### src/rtl/acc_filter_pkg.sv
// Shared constants and FSM state type for the accelerometer moving-average filter.
package acc_filter_pkg;

  localparam int DATA_W     = 16;
  localparam int DEPTH_DEF  = 8;
  localparam int LOG2_DEPTH = $clog2(DEPTH_DEF);
  localparam int SUM_W      = DATA_W + LOG2_DEPTH;

  typedef enum logic [0:0] {
    FILL = 1'b0,
    RUN  = 1'b1
  } fill_state_e;

endpackage

### src/rtl/acc_filter_if.sv
// Sample/result bundle between the accelerometer front end and the averaging filter.
interface acc_filter_if;
  import acc_filter_pkg::*;

  logic                     sample_valid;
  logic                     filter_rst;
  logic signed [DATA_W-1:0] x_in;
  logic signed [DATA_W-1:0] y_in;
  logic signed [DATA_W-1:0] z_in;
  logic signed [DATA_W-1:0] x_out;
  logic signed [DATA_W-1:0] y_out;
  logic signed [DATA_W-1:0] z_out;
  logic                     out_valid;
  logic                     primed;

  modport master (
    output sample_valid, filter_rst, x_in, y_in, z_in,
    input  x_out, y_out, z_out, out_valid, primed
  );

  modport slave (
    input  sample_valid, filter_rst, x_in, y_in, z_in,
    output x_out, y_out, z_out, out_valid, primed
  );

endinterface

### src/rtl/acc_avg_axis.sv
// One axis of the moving-average filter: circular history, running sum and
// registered floor-divided average.
module acc_avg_axis
  import acc_filter_pkg::*;
#(
  parameter int DEPTH = DEPTH_DEF
) (
  input  logic                     clk,
  input  logic                     rst,
  input  logic                     flush,
  input  logic                     sample_valid,
  input  logic signed [DATA_W-1:0] sample,
  output logic signed [DATA_W-1:0] avg
);

  localparam int LOG2_D = $clog2(DEPTH);
  localparam int SUM_WD = DATA_W + LOG2_D;

  logic signed [DATA_W-1:0] hist_r [DEPTH];
  logic [LOG2_D-1:0]        wr_ptr_r;
  logic signed [SUM_WD-1:0] sum_r;
  logic signed [SUM_WD-1:0] sum_nxt_s;
  logic signed [DATA_W-1:0] avg_r;

  // Running sum after adding the new sample and evicting the oldest entry
  always_comb begin
    sum_nxt_s = sum_r
              + $signed({{LOG2_D{sample[DATA_W-1]}}, sample})
              - $signed({{LOG2_D{hist_r[wr_ptr_r][DATA_W-1]}}, hist_r[wr_ptr_r]});
  end

  // History, write pointer, sum and average registers; the top DATA_W bits
  // of the new sum are the arithmetic-shifted (floor) average
  always_ff @(posedge clk) begin
    if (rst || flush) begin
      for (int i = 0; i < DEPTH; i++) begin
        hist_r[i] <= '0;
      end
      wr_ptr_r <= '0;
      sum_r    <= '0;
      avg_r    <= '0;
    end else if (sample_valid) begin
      hist_r[wr_ptr_r] <= sample;
      wr_ptr_r         <= wr_ptr_r + LOG2_D'(1);
      sum_r            <= sum_nxt_s;
      avg_r            <= sum_nxt_s[SUM_WD-1:LOG2_D];
    end
  end

  assign avg = avg_r;

endmodule

### src/rtl/acc_filter.sv
// Three-axis moving-average filter: per-axis datapaths plus the fill/run
// control that produces out_valid and primed.
module acc_filter
  import acc_filter_pkg::*;
#(
  parameter int DEPTH = DEPTH_DEF
) (
  input  logic        clk,
  input  logic        rst,
  acc_filter_if.slave bus
);

  localparam int                LOG2_D    = $clog2(DEPTH);
  localparam int                CNT_W     = LOG2_D + 1;
  localparam logic [CNT_W-1:0]  FILL_LAST = CNT_W'(DEPTH - 1);

  fill_state_e      state_r;
  fill_state_e      state_nxt_s;
  logic [CNT_W-1:0] fill_cnt_r;
  logic [CNT_W-1:0] fill_cnt_nxt_s;
  logic             out_valid_r;
  logic             primed_r;

  // Next-state logic: count accepted samples until the window is full
  always_comb begin
    state_nxt_s    = state_r;
    fill_cnt_nxt_s = fill_cnt_r;
    case (state_r)
      FILL: begin
        if (bus.sample_valid) begin
          fill_cnt_nxt_s = fill_cnt_r + CNT_W'(1);
          if (fill_cnt_r == FILL_LAST) begin
            state_nxt_s = RUN;
          end else begin
            state_nxt_s = FILL;
          end
        end else begin
          fill_cnt_nxt_s = fill_cnt_r;
        end
      end
      RUN:     state_nxt_s = RUN;
      default: state_nxt_s = FILL;
    endcase
  end

  // Control registers; a flush beats a coincident sample
  always_ff @(posedge clk) begin
    if (rst || bus.filter_rst) begin
      state_r     <= FILL;
      fill_cnt_r  <= '0;
      out_valid_r <= 1'b0;
      primed_r    <= 1'b0;
    end else begin
      state_r     <= state_nxt_s;
      fill_cnt_r  <= fill_cnt_nxt_s;
      out_valid_r <= bus.sample_valid;
      primed_r    <= (state_nxt_s == RUN);
    end
  end

  acc_avg_axis #(.DEPTH(DEPTH)) u_axis_x (
    .clk(clk), .rst(rst), .flush(bus.filter_rst), .sample_valid(bus.sample_valid),
    .sample(bus.x_in), .avg(bus.x_out)
  );

  acc_avg_axis #(.DEPTH(DEPTH)) u_axis_y (
    .clk(clk), .rst(rst), .flush(bus.filter_rst), .sample_valid(bus.sample_valid),
    .sample(bus.y_in), .avg(bus.y_out)
  );

  acc_avg_axis #(.DEPTH(DEPTH)) u_axis_z (
    .clk(clk), .rst(rst), .flush(bus.filter_rst), .sample_valid(bus.sample_valid),
    .sample(bus.z_in), .avg(bus.z_out)
  );

  assign bus.out_valid = out_valid_r;
  assign bus.primed    = primed_r;

endmodule
### src/flat_wrapper.sv
// flat-port wrapper written by rule: the top's interface ports become plain ports
module acc_filter_flat import acc_filter_pkg::*;
#(
  parameter int DEPTH = DEPTH_DEF
)
  (clk, rst, bus_sample_valid, bus_filter_rst, bus_x_in, bus_y_in, bus_z_in, bus_x_out, bus_y_out, bus_z_out, bus_out_valid, bus_primed);
  acc_filter_if bus_i ();
  input  logic clk;
  input  logic rst;
  input wire logic [$bits(bus_i.sample_valid)-1:0] bus_sample_valid;
  input wire logic [$bits(bus_i.filter_rst)-1:0] bus_filter_rst;
  input wire logic [$bits(bus_i.x_in)-1:0] bus_x_in;
  input wire logic [$bits(bus_i.y_in)-1:0] bus_y_in;
  input wire logic [$bits(bus_i.z_in)-1:0] bus_z_in;
  output wire logic [$bits(bus_i.x_out)-1:0] bus_x_out;
  output wire logic [$bits(bus_i.y_out)-1:0] bus_y_out;
  output wire logic [$bits(bus_i.z_out)-1:0] bus_z_out;
  output wire logic [$bits(bus_i.out_valid)-1:0] bus_out_valid;
  output wire logic [$bits(bus_i.primed)-1:0] bus_primed;
  assign bus_i.sample_valid = bus_sample_valid;
  assign bus_i.filter_rst = bus_filter_rst;
  assign bus_i.x_in = bus_x_in;
  assign bus_i.y_in = bus_y_in;
  assign bus_i.z_in = bus_z_in;
  assign bus_x_out = bus_i.x_out;
  assign bus_y_out = bus_i.y_out;
  assign bus_z_out = bus_i.z_out;
  assign bus_out_valid = bus_i.out_valid;
  assign bus_primed = bus_i.primed;
  acc_filter #(.DEPTH(DEPTH)) u_core (.clk(clk), .rst(rst), .bus(bus_i));
endmodule
### config.mk
export PLATFORM = sky130hd
export DESIGN_NAME = acc_filter_flat
export DESIGN_NICKNAME = d
export VERILOG_FILES = /design/src/rtl/acc_filter_pkg.sv /design/src/rtl/acc_filter_if.sv /design/src/rtl/acc_avg_axis.sv /design/src/rtl/acc_filter.sv /design/src/flat_wrapper.sv
export SDC_FILE = /design/constraint.sdc
export NUM_CORES = 1
export LEC_CHECK = 0
export BUFFER_PORTS_ARGS = -buffer_cell sky130_fd_sc_hd__buf_2
export CAP_MARGIN = 20
export CORE_MARGIN = 4
export CORE_UTILIZATION = 55
export CTS_CLUSTER_SIZE = 10
export DETAILED_ROUTE_END_ITERATION = 6
export PLACE_DENSITY = 0.7
export SLEW_MARGIN = 40
export SYNTH_ARGS = -nofsm -noshare
export SYNTH_HDL_FRONTEND = slang
export SYNTH_SLANG_ARGS = --single-unit
export TNS_END_PERCENT = 5
### constraint.sdc
create_clock -name clk -period 10.6 [get_ports clk]
set_input_delay 1.06 -clock clk [delete_from_list [all_inputs] [get_ports clk]]
set_output_delay 1.06 -clock clk [all_outputs]
set_load 0.005 [all_outputs]
==> results.toml <==
[outcome]
status = "completed"

[detailed_routing]
post-route-drc-count = 0
drtIter0Drc = 1738
vias = 16370
via_per_inst = 6.063
drt-total-wl_microns = 62500
wl_per_cell_microns = 23.15
ant_nets = 0
dr.pass1.iters = 6

[sta]
min_period_over_period = 0.4468
setup_tns_ns = 0
timing_worst_slew_pin_value_ns = 0.8336
fin_crit_ns = 4.737
holdWs_ns = 0.4819
max_slew_margin = 0.4443
fin_ws_ns = 5.863
timing.final.hold_violations = 0
setup_viol = 0
finClkSkew_ns = 0.01324
rsz0062_at_grt = "no"
max_freq_mhz = 211.1
maxSlewViolCount = 0

[synthesis]
netlist_top_cells_count = "384 x edfxtp_1, 264 x and2_1, 205 x inv_1"
synth_seq_area_share = 0.5237
synth-xor-area-share = 0.01256
synth_seq_cells = 465
synth_compound_area_frac = 0.05416
syn_nets = 2190
synth_simple_gate_area_frac = 0.1533
synth.most_common_cell = "edfxtp_1"
ys_warn_count = 0
synth_area_leaders = "edfxtp_1 46%, mux4_2 8.6%, and2_1 6.6%"
yosysTopAreaCell = "edfxtp_1"
ys_types = 75
postSynthCellCount = 2020
synth_area_sq_um = 25110
synth_edf_count = 384
synth-async-reset-ratio = 0
synth-adder-area-share = 0.07493
synthFlopType = "edfxtp_1"
synth_top_family_by_area = "simple AND/OR/NAND/NOR gates"
synth_top_area_share = 0.4592
synth_area_per_cell_sq_um = 12.43
synth_mux_area_frac = 0.1178

[grt]
grt_pass1_vias = 16126
antenna_found_initial = 0
grt_start_max_net_pins = 71
grt_pass1_wl_microns = 95520
overflow = 0
grt.total_usage = 0.2489

[floorplan]
core_sq_um = 45280
ios = 102
dieHeight_microns = 221.7
die_x_microns = 221.7
dieArea_sq_um = 49140
start_util = 0.5546
core.rowCount = 78

[cells_and_area]
nets = 2224
drive_gt1_frac = 0.1943
n_fill_cell = 3501
num_antenna_cells = 0
area_growth_pct = 9.955

[cts]
cts_buffer_depth = 3
clkTransAtPathRegs_ns = 0.06
holdBufCountCts = 0
root_buffer = "clkbuf_16"
cts_buffers = 54
cts_resized = 0
cts.sinks = 465
postCtsSetupRepairBufs = 0
insertion_delay_ns = 0.61
cts_tree = "yes"
htree_num_levels = 2

[placed_design]
dp_slack_ns = 5.099
port-buffer-count = 101
gp_congestion = 0.8834
dp_hpwl_microns = 41660

[pwr]
leakage_uw = 0.01094
cellPowerDensity_nw_per_um2 = 178.4
vdd_drop_max_mv = 0.1243

[critical_path]
crit_fanout = 48
cp_slowest_cell = "nand2b_1"
worstPathCellList = "buf_2, nor2_4, buf_4, nand2_2, buf_4, inv_2, nand2_1, buf_4, nor3b_4, nand2b_1"
crit_path_end_kind = "flop"
worstSetupPathType = "input port to flop"
worstSetupStartpointType = "input port"
required_ns = 10.83
crit_top_cell = "buf_4"
cp.arrival_ns = 4.96
max_stage_delay_ns = 0.70

[worst_hold_path]
hp-class = "flop to flop"

[job]
maxCapViolCount = 0
cell usage in the layout, fill, tap and decap left out, drive strengths merged, types with 20 or more instances in the layout:
master / netlist / layout
edfxtp: 384 / 384
and2: 264 / 264
inv: 206 / 208
buf: 78 / 144
mux4: 96 / 96
clkbuf: 88 / 96
nor4: 94 / 94
dfxtp: 81 / 81
nor2: 68 / 68
ha: 64 / 64
nor3: 60 / 60
nand2: 59 / 59
fa: 54 / 54
a21oi: 48 / 48
mux2: 44 / 44
o21ai: 32 / 32
mux2i: 30 / 30
nand3: 26 / 26
xnor2: 24 / 24
nand2b: 21 / 21
a21o: 20 / 20
path summary, 6_finish.rpt:
path	end	depth (start not counted)	slack, ns	startpoint
worst max-delay path	u_core.u_axis_y.hist_r[5][1]	10	5.86	bus_filter_rst
worst min-delay path	u_core.u_axis_y.sum_r[18]	2	0.48	u_core.u_axis_y.sum_r[18]
worst max register to register	u_core.u_axis_y.sum_r[18]	13	6.20	flop
worst min register to register	u_core.u_axis_y.sum_r[18]	2	0.48	u_core.u_axis_y.sum_r[18]
layout make-up:
class                           instances  area (sq um)  area share
Inverter                              206         773.2     0.02800
Clock inverter                          6         48.80    0.001767
Sequential cell                       465         13160      0.4767
Clock buffer                           96          1569     0.05682
Timing Repair Buffer                  144         847.1     0.03068
Tap cell                              600         750.7     0.02719
Multi-Input combinational cell       1183         10460      0.3789
kinds of logic (layout without fill, tap and decap cells):
group	count (synthesis)	in the layout
AO/OA/AOI/OAI	196	196
adder cells (fa/ha/maj)	118	118
XOR/XNOR	36	36
multiplexers	170	170
buffers and inverters	372	452
AND/OR/NAND/NOR	663	663
flip-flops	465	465
metal layers:
| metal | global-route usage | part of all wire |
|---|---|---|
| met2 | 0.4096 | 0.49 |
| met4 | 0.06583 | 0.023 |
| met3 | 0.04793 | 0.082 |
| met1 | 0.3450 | 0.41 |
| met5 | 0 | 0 |
worst max-delay path, delay by kind of cell:
family,cells,cell delay [ns]
buffers and inverters,5,1.91
and+or+nand+nor,5,1.94
where the power goes:
group | leakage, uW | total [uW] | switching, uW | internal (uW)
sequential | 0.00494 | 2130 | 58.5 | 2070
combinational | 0.00521 | 1070 | 645 | 429
clock | 0.000779 | 1720 | 726 | 995
total | 0.0109 | 4930 | 1430 | 3500
per-stage QoR:
stage                     power (uW)  cells  utilization  instance area, sq um
final                           4926   2700       0.6098                 27610
after global placement          3192   2594       0.5715                 25880
after global routing            5157   2700       0.6098                 27610
after detailed placement        3221   2595       0.5725                 25930
after CTS                       4935   2697       0.6083                 27540
after floorplan                 2952   2020            -                 25110
sequential cells by signal, summed over array words and instances (netlist names), 3 cells and up, named ones only:
register and cells:
u_core.fill_cnt_r 4, u_core.u_axis_y.wr_ptr_r 3, u_core.u_axis_x.wr_ptr_r 3, u_core.u_axis_x.sum_r 19, u_core.u_axis_z.sum_r 19, u_core.u_axis_y.hist_r 128, u_core.u_axis_z.hist_r 128, u_core.u_axis_z.wr_ptr_r 3
u_core.u_axis_y.sum_r 19, u_core.u_axis_x.hist_r 128
Power figures use the tool's default switching activity.
